File: src/rtl/ring_router_pkg.sv
// Shared constants and routing helpers for the multicast ring router.
// Port indices, destination-mask routing and per-port mask trimming.
package ring_router_pkg;

  localparam logic [1:0]  PORT_E    = 2'd0;
  localparam logic [1:0]  PORT_W    = 2'd1;
  localparam logic [1:0]  PORT_L    = 2'd2;
  localparam int unsigned NUM_PORTS = 3;
  localparam int unsigned MAX_NODES = 64;

  typedef logic [MAX_NODES-1:0] node_mask_t;
  typedef logic [NUM_PORTS-1:0] port_set_t;

  // Output port that carries traffic for one destination node.
  function automatic logic [1:0] node_port(input int unsigned node,
                                           input int unsigned local_id,
                                           input int unsigned nodes);
    int unsigned d;
    d = (node + nodes - local_id) % nodes;
    if (d == 0) begin
      return PORT_L;
    end else if (d <= nodes / 2) begin
      return PORT_E;
    end
    return PORT_W;
  endfunction

  function automatic port_set_t route_mask(input node_mask_t  mask,
                                           input int unsigned local_id,
                                           input int unsigned nodes);
    port_set_t  ports;
    node_mask_t m;
    ports = '0;
    for (int unsigned k = 0; k < MAX_NODES; k++) begin
      m = mask >> k;
      if (k < nodes && m[0]) begin
        ports[node_port(k, local_id, nodes)] = 1'b1;
      end
    end
    return ports;
  endfunction

  // Keep only the destinations reached through the given output port.
  function automatic node_mask_t trim_mask(input node_mask_t  mask,
                                           input logic [1:0]  port,
                                           input int unsigned local_id,
                                           input int unsigned nodes);
    node_mask_t t;
    node_mask_t m;
    t = '0;
    for (int unsigned k = 0; k < MAX_NODES; k++) begin
      m = mask >> k;
      if (k < nodes && m[0] && node_port(k, local_id, nodes) == port) begin
        t = t | (node_mask_t'(1) << k);
      end
    end
    return t;
  endfunction

  function automatic logic [1:0] rr_next(input logic [1:0] idx);
    return (idx == 2'd2) ? 2'd0 : idx + 2'd1;
  endfunction

endpackage

File: src/rtl/ring_fifo.sv
// Synchronous show-ahead FIFO with registered full / almost-full flags.
module ring_fifo #(
  parameter int unsigned WIDTH = 16,
  parameter int unsigned DEPTH = 32
) (
  input  logic             clk,
  input  logic             reset,
  input  logic             push,
  input  logic             pop,
  input  logic [WIDTH-1:0] din,
  output logic [WIDTH-1:0] dout,
  output logic             empty,
  output logic             full,
  output logic             afull
);

  localparam int unsigned AW = $clog2(DEPTH);
  localparam int unsigned CW = AW + 1;

  logic [WIDTH-1:0] mem [DEPTH];
  logic [AW-1:0]    rd_ptr_q, wr_ptr_q;
  logic [CW-1:0]    count_q, count_d;
  logic             full_q, afull_q;
  logic             do_push, do_pop;

  // A write into a full FIFO is dropped even if the head leaves this cycle.
  assign do_push = push && !full_q;
  assign do_pop  = pop && (count_q != '0);

  always_comb begin
    count_d = count_q;
    if (do_push && !do_pop) begin
      count_d = count_q + 1'b1;
    end else if (!do_push && do_pop) begin
      count_d = count_q - 1'b1;
    end
  end

  always_ff @(posedge clk) begin
    if (do_push) begin
      mem[wr_ptr_q] <= din;
    end
  end

  always_ff @(posedge clk) begin
    if (!reset) begin
      rd_ptr_q <= '0;
      wr_ptr_q <= '0;
      count_q  <= '0;
      full_q   <= 1'b0;
      afull_q  <= 1'b0;
    end else begin
      if (do_push) begin
        wr_ptr_q <= wr_ptr_q + 1'b1;
      end
      if (do_pop) begin
        rd_ptr_q <= rd_ptr_q + 1'b1;
      end
      count_q <= count_d;
      full_q  <= (count_d == CW'(DEPTH));
      afull_q <= (count_d >= CW'(DEPTH - 1));
    end
  end

  assign dout  = mem[rd_ptr_q];
  assign empty = (count_q == '0);
  assign full  = full_q;
  assign afull = afull_q;

endmodule

File: src/rtl/ring_mcast_router.sv
// Three-port (East/West/Local) multicast ring router with per-output round-robin arbitration.
// Define RING_ROUTER_PERF_EN to add per-output forward and stall counters.
module ring_mcast_router
  import ring_router_pkg::*;
#(
  parameter int unsigned WIDTH    = 16,
  parameter int unsigned DEPTH    = 32,
  parameter int unsigned NODES    = 4,
  parameter int unsigned LOCAL_ID = 1
) (
  input  logic             clk,
  input  logic             reset,
  input  logic             write_e,
  input  logic             write_w,
  input  logic             write_l,
  input  logic [WIDTH-1:0] data_in_e,
  input  logic [WIDTH-1:0] data_in_w,
  input  logic [WIDTH-1:0] data_in_l,
  input  logic             ds_full_e,
  input  logic             ds_full_w,
  input  logic             ds_full_l,
  input  logic             ds_afull_e,
  input  logic             ds_afull_w,
  input  logic             ds_afull_l,
  output logic [WIDTH-1:0] data_out_e,
  output logic [WIDTH-1:0] data_out_w,
  output logic [WIDTH-1:0] data_out_l,
  output logic             write_out_e,
  output logic             write_out_w,
  output logic             write_out_l,
`ifdef RING_ROUTER_PERF_EN
  output logic [31:0]      fwd_cnt_e,
  output logic [31:0]      fwd_cnt_w,
  output logic [31:0]      fwd_cnt_l,
  output logic [31:0]      stall_cnt_e,
  output logic [31:0]      stall_cnt_w,
  output logic [31:0]      stall_cnt_l,
`endif
  output logic             full_e,
  output logic             full_w,
  output logic             full_l,
  output logic             afull_e,
  output logic             afull_w,
  output logic             afull_l
);

  // Bits of a flit that hold the destination mask.
  localparam logic [WIDTH-1:0] MaskField = ((WIDTH'(1) << NODES) - WIDTH'(1)) << 1;

  logic [WIDTH-1:0]     in_data [NUM_PORTS];
  logic [NUM_PORTS-1:0] in_write, ds_full, ds_afull;
  logic [WIDTH-1:0]     head [NUM_PORTS];
  logic [NUM_PORTS-1:0] empty, pop, fifo_full, fifo_afull;
  node_mask_t           head_mask [NUM_PORTS];
  port_set_t            req [NUM_PORTS];
  port_set_t            granted [NUM_PORTS];
  logic [WIDTH-1:0]     copy [NUM_PORTS][NUM_PORTS];
  logic [NUM_PORTS-1:0] gnt_vld, wr_out;
  logic [1:0]           gnt_src [NUM_PORTS];
  logic [WIDTH-1:0]     dout [NUM_PORTS];
`ifdef RING_ROUTER_PERF_EN
  logic [31:0]          fwd_cnt [NUM_PORTS];
  logic [31:0]          stall_cnt [NUM_PORTS];
`endif

  assign in_data[PORT_E] = data_in_e;
  assign in_data[PORT_W] = data_in_w;
  assign in_data[PORT_L] = data_in_l;
  assign in_write = {write_l, write_w, write_e};
  assign ds_full  = {ds_full_l, ds_full_w, ds_full_e};
  assign ds_afull = {ds_afull_l, ds_afull_w, ds_afull_e};

  for (genvar i = 0; i < NUM_PORTS; i++) begin : g_in
    port_set_t pend_q, pend_d, route, eff_pend, remain;
    logic      pend_vld_q, pend_vld_d;

    ring_fifo #(
      .WIDTH(WIDTH),
      .DEPTH(DEPTH)
    ) u_fifo (
      .clk  (clk),
      .reset(reset),
      .push (in_write[i] && in_data[i][0]),
      .pop  (pop[i]),
      .din  (in_data[i]),
      .dout (head[i]),
      .empty(empty[i]),
      .full (fifo_full[i]),
      .afull(fifo_afull[i])
    );

    assign head_mask[i] = node_mask_t'(head[i][NODES:1]);
    assign route        = route_mask(head_mask[i], LOCAL_ID, NODES);
    // A fresh head is routed combinationally; afterwards the stored pending set is used.
    assign eff_pend     = pend_vld_q ? pend_q : route;
    assign req[i]       = empty[i] ? '0 : eff_pend;
    assign remain       = eff_pend & ~granted[i];
    assign pop[i]       = !empty[i] && (remain == '0);

    always_comb begin
      pend_d     = remain;
      pend_vld_d = 1'b1;
      if (empty[i] || pop[i]) begin
        pend_d     = '0;
        pend_vld_d = 1'b0;
      end
    end

    always_ff @(posedge clk) begin
      if (!reset) begin
        pend_q     <= '0;
        pend_vld_q <= 1'b0;
      end else begin
        pend_q     <= pend_d;
        pend_vld_q <= pend_vld_d;
      end
    end

    for (genvar p = 0; p < NUM_PORTS; p++) begin : g_copy
      logic [NODES-1:0] trimmed;
      assign trimmed       = NODES'(trim_mask(head_mask[i], 2'(p), LOCAL_ID, NODES));
      assign copy[p][i]    = (head[i] & ~MaskField) | (WIDTH'(trimmed) << 1);
      assign granted[i][p] = gnt_vld[p] && (gnt_src[p] == 2'(i));
    end
  end

  for (genvar p = 0; p < NUM_PORTS; p++) begin : g_out
    logic [NUM_PORTS-1:0] r;
    logic [1:0]           ptr_q, c0, c1, c2, src;
    logic                 vld, elig, wr_q;
    logic [WIDTH-1:0]     data_q;

    assign r    = {req[2][p], req[1][p], req[0][p]};
    assign elig = !ds_full[p] && !(ds_afull[p] && wr_q);
    assign c0   = ptr_q;
    assign c1   = rr_next(c0);
    assign c2   = rr_next(c1);

    always_comb begin
      vld = 1'b0;
      src = c0;
      if (elig) begin
        if (r[c0]) begin
          vld = 1'b1;
          src = c0;
        end else if (r[c1]) begin
          vld = 1'b1;
          src = c1;
        end else if (r[c2]) begin
          vld = 1'b1;
          src = c2;
        end
      end
    end

    always_ff @(posedge clk) begin
      if (!reset) begin
        ptr_q  <= '0;
        data_q <= '0;
        wr_q   <= 1'b0;
      end else begin
        wr_q <= vld;
        if (vld) begin
          data_q <= copy[p][src];
          ptr_q  <= rr_next(src);
        end
      end
    end

    assign gnt_vld[p] = vld;
    assign gnt_src[p] = src;
    assign dout[p]    = data_q;
    assign wr_out[p]  = wr_q;

`ifdef RING_ROUTER_PERF_EN
    logic [31:0] fwd_q, stall_q;

    always_ff @(posedge clk) begin
      if (!reset) begin
        fwd_q   <= '0;
        stall_q <= '0;
      end else begin
        if (wr_q) begin
          fwd_q <= fwd_q + 32'd1;
        end
        if ((r != '0) && !elig) begin
          stall_q <= stall_q + 32'd1;
        end
      end
    end

    assign fwd_cnt[p]   = fwd_q;
    assign stall_cnt[p] = stall_q;
`endif
  end

  assign data_out_e  = dout[PORT_E];
  assign data_out_w  = dout[PORT_W];
  assign data_out_l  = dout[PORT_L];
  assign write_out_e = wr_out[PORT_E];
  assign write_out_w = wr_out[PORT_W];
  assign write_out_l = wr_out[PORT_L];
  assign full_e      = fifo_full[PORT_E];
  assign full_w      = fifo_full[PORT_W];
  assign full_l      = fifo_full[PORT_L];
  assign afull_e     = fifo_afull[PORT_E];
  assign afull_w     = fifo_afull[PORT_W];
  assign afull_l     = fifo_afull[PORT_L];

`ifdef RING_ROUTER_PERF_EN
  assign fwd_cnt_e   = fwd_cnt[PORT_E];
  assign fwd_cnt_w   = fwd_cnt[PORT_W];
  assign fwd_cnt_l   = fwd_cnt[PORT_L];
  assign stall_cnt_e = stall_cnt[PORT_E];
  assign stall_cnt_w = stall_cnt[PORT_W];
  assign stall_cnt_l = stall_cnt[PORT_L];
`endif

endmodule

File: config.mk
export PLATFORM = sky130hd
export DESIGN_NAME = ring_mcast_router
export DESIGN_NICKNAME = d
export VERILOG_FILES = /design/src/rtl/ring_router_pkg.sv /design/src/rtl/ring_fifo.sv /design/src/rtl/ring_mcast_router.sv
export SDC_FILE = /design/constraint.sdc
export NUM_CORES = 2
export LEC_CHECK = 0
export CORE_UTILIZATION = 31
export DETAILED_ROUTE_END_ITERATION = 10
export DONT_BUFFER_PORTS = 1
export HOLD_SLACK_MARGIN = 0.06
export MAX_ROUTING_LAYER = met4
export PLACE_DENSITY = 0.52
export SLEW_MARGIN = 20
export SYNTH_ARGS = -nofsm -noshare
export SYNTH_HDL_FRONTEND = slang
export SYNTH_SLANG_ARGS = --single-unit
File: constraint.sdc
create_clock -name clk -period 4.64 [get_ports clk]
set_input_delay 0.232 -clock clk [delete_from_list [all_inputs] [get_ports clk]]
set_output_delay 0.232 -clock clk [all_outputs]
set_load 0.005 [all_outputs]
=== After elaboration in Yosys (flattened, before gate mapping) ===
Memory sizes are Yosys's and may differ from the RTL's. A register that Yosys moved wholly into a read port is not among the register bits.
Cells that the tools add are included.

* Reduce and logical (&&, ||, !) cells: 78
* $lt $le $gt $ge: 33
* Add/subtract/negate cells: 21
* Bitwise operators: 28
* Muxes and demuxes: 156
* Eq/ne operators: 15

{| class="wikitable"
|+ Operators with widths
! kind !! number
|-
| binary-select mux 16 bit (select 2 bit) || 3
|-
| 2-to-1 mux 16 bit || 6
|-
| bitwise OR 16 x 5 -> 16 bit || 6
|-
| 2-to-1 mux 2 bit || 36
|-
| 2-to-1 mux 1 bit || 60
|-
| less-than comparator 2 x 3 -> 1 bit (second input constant) || 18
|-
| 2-to-1 mux 3 bit || 18
|-
| logical AND 1 bit || 42
|-
| 2-to-1 mux 6 bit || 6
|-
| bitwise OR 16 x 2 -> 16 bit || 2
|-
| adder 5 x 1 -> 5 bit (second input constant) || 6
|-
| 2-to-1 mux 5 bit || 6
|-
| adder 2 x 1 -> 2 bit (second input constant) || 9
|-
| adder 6 x 1 -> 6 bit (second input constant) || 3
|-
| binary-select mux 1 bit (select 2 bit) || 9
|-
| demux 1 bit (select 2 bit) || 9
|-
| == test 2 bit (second input constant) || 9
|-
| == test 6 bit (second input constant) || 3
|-
| greater-or-equal comparator 2 x 1 -> 1 bit (second input constant) || 9
|-
| greater-or-equal comparator 6 x 5 -> 1 bit (second input constant) || 3
|-
| zero test 1 bit || 18
|-
| zero test 6 bit || 3
|-
| bitwise OR 3 bit || 6
|-
| nonzero test 6 bit || 3
|-
| 14 further kinds || 38
|}

* Register bits after elaboration: 123
* Bits of input ports: 59
* Word-level logic and storage cells: 364
* Output and inout port bits: 57
* RAM bits: 1,536
* Memories: 3

{| class="wikitable"
|+ Memory list
! name !! depth !! bits a word !! read ports !! clocked after memory_dff !! write ports !! line !! text
|-
| g_in[0].u_fifo.mem || 32 || 16 || 1 || 1 || 1 || ring_fifo.sv:20 || <nowiki>logic [WIDTH-1:0] mem [DEPTH];</nowiki>
|-
| g_in[1].u_fifo.mem || 32 || 16 || 1 || 1 || 1 || ring_fifo.sv:20 ||
|-
| g_in[2].u_fifo.mem || 32 || 16 || 1 || 1 || 1 || ring_fifo.sv:20 ||
|}

=== Longest topological paths before layout ===
* Depth after elaboration: 32
* Gate-level depth with buffers: 17
* Mapped depth without buffers: 14

=== By module ===
Synthesis repeated with hierarchy kept, for this count alone.

* Cell total of the unflattened synthesis: 3,080
* Area, all modules: 65,426.5 um^2

{| class="wikitable"
|+ By module, submodules not included
! module !! times used !! cells each !! area an instance (um^2)
|-
| ring_fifo (g_in[0].u_fifo ...) || 2 || 893 || 20,628.5
|-
| ring_fifo (g_in[2].u_fifo) || 1 || 894 || 20,656.1
|-
| ring_mcast_router || 1 || 400 || 3,513.4
|}

=== Least setup slack after synthesis ===
No wires, ideal clock.

* Path type: flip-flop to flip-flop
* Start: register g_in[0].u_fifo.count_q[0]
* End: register g_in[1].u_fifo.full_q
* Clock period less this slack: 3.865 ns
* Arrival time: 3.749 ns
* Buffers on the path: 1
* Data required time: 4.524 ns
* Slack: 0.775 ns
* Cell stages (with the launch flop): 16
* Setup time: 0.116 ns
* Cells stage by stage: dfxtp_1 inv_1 ha_1 or3b_2 or3_1 and3_1 a21oi_1 o2111a_1 o221ai_1 and2_1 nor4b_2 buf_2 nand2_1 and2_1 a22o_1 and4_1

* Longest elaborated chain between the ends: 19
* Elaborated cells between the ends (all ways): 61
* Those cells by class: eq/ne (4); mux (45); bitwise (2); reduce/logical (10)

{| class="wikitable"
|+ RTL lines
! what !! line !! text
|-
| start: declaration || ring_fifo.sv:22 || <nowiki>logic [CW-1:0] count_q, count_d;</nowiki>
|-
| start signal: assignment || ring_fifo.sv:59 || <nowiki>count_q <= count_d;</nowiki>
|-
| zero test 6 bit * || ring_fifo.sv:66 || <nowiki>assign empty = (count_q == '0);</nowiki>
|-
| 2-to-1 mux 3 bit * || ring_mcast_router.sv:96 || <nowiki>assign req[i] = empty[i] ? '0 : eff_pend;</nowiki>
|-
| binary-select mux 1 bit (select 2 bit) || ring_mcast_router.sv:149 || <nowiki>end else if (r[c2]) begin</nowiki>
|-
| 2-to-1 mux 1 bit (not written as such) || ring_mcast_router.sv:149 ||
|-
| 2-to-1 mux 2 bit || ring_mcast_router.sv:149 ||
|-
| 2-to-1 mux 2 bit || ring_mcast_router.sv:146 || <nowiki>end else if (r[c1]) begin</nowiki>
|-
| 2-to-1 mux 2 bit || ring_mcast_router.sv:143 || <nowiki>if (r[c0]) begin</nowiki>
|-
| 2-to-1 mux 2 bit || ring_mcast_router.sv:142 || <nowiki>if (elig) begin</nowiki>
|-
| [3 not listed] || -- ||
|-
| bitwise AND 3 bit * || ring_mcast_router.sv:97 || <nowiki>assign remain = eff_pend & ~granted[i];</nowiki>
|-
| zero test 3 bit * || ring_mcast_router.sv:98 || <nowiki>assign pop[i] = !empty[i] && (remain == '0);</nowiki>
|-
| logical AND 1 bit * || ring_mcast_router.sv:98 ||
|-
| logical AND 1 bit * || ring_fifo.sv:28 || <nowiki>assign do_pop = pop && (count_q != '0);</nowiki>
|-
| logical AND 1 bit / zero test 1 bit (equally long branches) || ring_fifo.sv:34, ring_fifo.sv:32 ||
|-
| 2-to-1 mux 6 bit / logical AND 1 bit (equally long branches) || ring_fifo.sv:34, ring_fifo.sv:32 ||
|-
| 2-to-1 mux 6 bit * || ring_fifo.sv:32 || <nowiki>if (do_push && !do_pop) begin</nowiki>
|-
| == test 6 bit * || ring_fifo.sv:60 || <nowiki>full_q <= (count_d == CW'(DEPTH));</nowiki>
|-
| end signal: assignment || ring_fifo.sv:60 ||
|-
| end: declaration || ring_fifo.sv:23 || <nowiki>logic full_q, afull_q;</nowiki>
|}

Mark *: on every way between the ends. The rest lies on a longest branch, timed or not. The select of a mux whose other input is x is not followed.
A chain may end at the register's enable or synchronous reset.

==> results.sh <==
export IMPL_instances_no_fill=6506
export IMPL_portBuffers=0
export IMPL_final_cell_area_mm2=0.0767
export IMPL_skew_ps=72.8
export IMPL_setup_tns_final_ps=0
export IMPL_cap_violations=0
export IMPL_viasPerCell=5.05
export IMPL_crit_arrival_ps=4980
export IMPL_hp_start="data_in_w[0]"
export IMPL_grt_first_pass_wirelength_mm=247
export IMPL_regToRegSetupSlack_ps=290
export IMPL_ant_nets=0
export IMPL_cp_slowest_stage_delay_ps=520
export IMPL_power_density_mw_per_mm2=492
export IMPL_start_util=0.312
export IMPL_insertion_delay_ps=810
export IMPL_grt_setup_unrepaired="false"
export IMPL_nFillCells=19200
export IMPL_fp_dieH_um=461
export IMPL_wire_per_inst_um=26.4
export IMPL_place_area_mm2=0.0699
export IMPL_worst_pin_slew_ps=1100
export IMPL_timing_fmax_mhz=230
export IMPL_numCtsBuffers=178
export IMPL_num_vias=32800
export IMPL_crit_fanout=31
export IMPL_place_inst=6071
export IMPL_wl_met3_mm=7.70
export IMPL_syn_area_per_cell_um2=20.1
export IMPL_post_dp_hpwl_mm=105
export IMPL_place_gp_congestion=0.841
export IMPL_netlist_area_mm2=0.0654
export IMPL_yosysWarnings=0
export IMPL_synth_seq_cells=1666
export IMPL_antenna_found_initial=3
export IMPL_ir_drop_mv=0.377
export IMPL_whs_path_depth=4
export IMPL_synthToLayoutAreaGrowth_pct=17.2
export IMPL_endpoint_kind="flip-flop"
export IMPL_crit_type="flip-flop to flip-flop"
export IMPL_crit_path_frequent_cell="buf_4"
export IMPL_syn_instance_count=3256
export IMPL_min_path_type="input port to flip-flop"
export IMPL_async_reset_ff_frac=0
export IMPL_worstRegToRegCells=15
export IMPL_grt_max_degree=79
export IMPL_ioPinCount=116
export IMPL_status="complete, no violations"
export IMPL_cts_tree="yes"
export IMPL_grt_usage=0.166
export IMPL_max_slew_margin_rel=0.261
export IMPL_die_area_mm2=0.213
export IMPL_routed_top_layer="met4"
export IMPL_min_period_ps=4350
export IMPL_final_nets=3624
export IMPL_first_global_vias=33300
export IMPL_drv_slew=0
export IMPL_ys_flop_type="edfxtp_1"
export IMPL_crit_chain="buf_12 > mux4_2 > nor2b_1 > a211oi_1 > a211o_1 > o22ai_1 > nand2_1 > a41oi_1 > nor4b_2 > buf_4 > buf_4 > mux2i_1 > xnor2_1 > nor2_1 > a41o_1"
export IMPL_clockBufferDepth=3
export IMPL_setup_slack_ps=295
export IMPL_synth_edff_count=1536
export IMPL_slowest_stage="mux4_2"
export IMPL_drive_gt1_frac=0.286
export IMPL_wl_mm=172
export IMPL_seq_area_frac_synth=0.745
export IMPL_met2_length_mm=86.0
export IMPL_overflow=0
export IMPL_clk_pin_slew_ps=60
export IMPL_p_leak_nw=23.4
export IMPL_post_place_ws_ps=270
export IMPL_drt_pass1_iter_count=6
export IMPL_dieWidth_um=461
export IMPL_drt_iter0_drc=2947
export IMPL_ctsHtreeMaxLevel=4
export IMPL_required_ps=5280
export IMPL_regToRegEndpoint="g_in[1].u_fifo.afull"
export IMPL_cts_sinks=1666
export IMPL_cp_start_kind="flip-flop"
export IMPL_period_share=0.936
export IMPL_core_area_mm2=0.210
export IMPL_drc=0
export IMPL_rows=168
export IMPL_fin_hold_ws_ps=90.4
export IMPL_hold_path_endpoint="g_in[1].u_fifo.wr_ptr_q[1]"
export IMPL_hold_viol_final=0
export IMPL_finalSetupViolCount=0
export IMPL_wl_met1_mm=73.1
export IMPL_cts_root_buf="clkbuf_16"
export IMPL_yosys_cell_types_count=82
[where the power goes]
group	leakage (nW)	internal [mW]	switching [mW]	total, mW
combinational	5.66	2.82	3.62	6.43
sequential	14.9	16.7	0.472	17.2
clock	2.84	8.15	5.99	14.1
[cells in the final DEF, fill, tap and decap left out, drive strengths merged, types with 13 or more instances in the layout]
cell,instances
o21ai,21
nand4,17
inv,37
buf,215
nand2,94
nand2b,25
xor2,13
nor3,26
ha,22
nand3b,13
xnor2,14
bufinv,15
dlygate4sd3,56
mux4,427
nor2,226
nor2b,14
mux2,14
clkbuf,231
mux2i,124
edfxtp,1536
dfxtp,130
and2,17
nand3,24
a22oi,25
a21oi,64
a211oi,19
nor4,13
o22ai,42
clkinv,81
[flip-flops by register name, indices dropped and copies added, names as in the netlist, 3 cells and up, named ones only]
| name | cells |
|---|---|
| g_in.u_fifo.wr_ptr_q | 15 |
| data_out_e | 14 |
| g_in.pend_vld_q | 3 |
| data_out_w | 13 |
| g_in.u_fifo.full | 3 |
| g_in.u_fifo.rd_ptr_q | 15 |
| g_in.u_fifo.mem | 1536 |
| g_in.u_fifo.afull | 3 |
| g_in.pend_q | 9 |
| data_out_l | 13 |
| g_out.c0 | 6 |
| g_in.u_fifo.count_q | 18 |
[layout make-up]
class                           instances  area [um^2]  share of cell area
Sequential cell                      1666        48800               0.636
Clock buffer                          231         4790              0.0624
Multi-Input combinational cell       1393        16100               0.210
Tap cell                             2805         3510              0.0457
Inverter                               33          125             0.00163
Antenna cell                            3         7.51           0.0000979
Clock inverter                        104         1040              0.0136
Timing Repair Buffer                  271         2400              0.0313
[per-layer routing]
layer / vias to the layer above / GRT usage
li1: 14000 / -
met1: 17600 / 0.214
met2: 930 / 0.271
met3: 274 / 0.0236
met4: 0 / 0.0518
met5: - / -
[synthesized netlist by cell type (all sizes together) (12+ instances only)]
library cell     n  area share
mux2i          124       0.019
inv             33      0.0019
xor2            13      0.0017
nand4           17      0.0017
a211oi          19      0.0022
a22oi           25      0.0029
clkbuf          90      0.0052
dfxtp          130       0.040
nand2           94      0.0054
xnor2           14      0.0019
o22ai           42      0.0041
nand2b          25      0.0024
and2            17      0.0016
a21oi           64      0.0050
o21ai           21      0.0016
buf             81      0.0070
mux2            14      0.0025
nand3b          13      0.0015
nor3            26      0.0023
nor2b           14      0.0013
mux4           427        0.15
nor2           226       0.013
or3             12      0.0011
ha              22      0.0042
nor4            13      0.0012
nand3           24      0.0018
edfxtp        1536        0.70
[worst max-delay path by stage]
stage,endpoint,slack [ps],cells past startpoint
floorplan,g_in[1].u_fifo.full,780,15
CTS,g_in[1].u_fifo.afull,210,15
global placement,g_in[2].u_fifo.afull,350,12
detailed placement,g_in[2].u_fifo.afull,270,12
finish,g_in[1].u_fifo.afull,290,15
global route,g_in[2].u_fifo.afull,2,14
[metrics by stage]
step	power, mW	utilization
floorplan	21.7	-
global placement	23.7	0.333
detailed placement	23.7	0.333
CTS	38.1	0.365
global route	39.1	0.366
finish	37.7	0.366
[critical path, delay by kind of cell (launching register included)]
family / cells / cell delay [ps]
muxes: 2 / 760
and+or+nand+nor: 4 / 730
buffers and inverters: 3 / 620
xor gates and xnor gates: 1 / 140
AOI/OAI and AO/OA: 5 / 1430
DFF: 1 / 480
[cell families after synthesis]
kind of cell | Yosys count | share of synthesized area
compound gates | 249 | 0.0266
buf+inv | 204 | 0.0140
mux | 565 | 0.168
other cells | 1 | 0.0000573
flops | 1666 | 0.745
fa+ha+maj | 22 | 0.00421
xor+xnor | 27 | 0.00361
simple gates | 522 | 0.0383
[repair_timing]
item | in CTS | in global routing
setup endpoints to repair | 0 | 1
setup buffers | 0 | 0
gates resized for setup | 0 | 1
hold buffers | 72 | 25
hold endpoints to repair | 1566 | 800
Note: power is estimated with default switching activity, not from simulation.
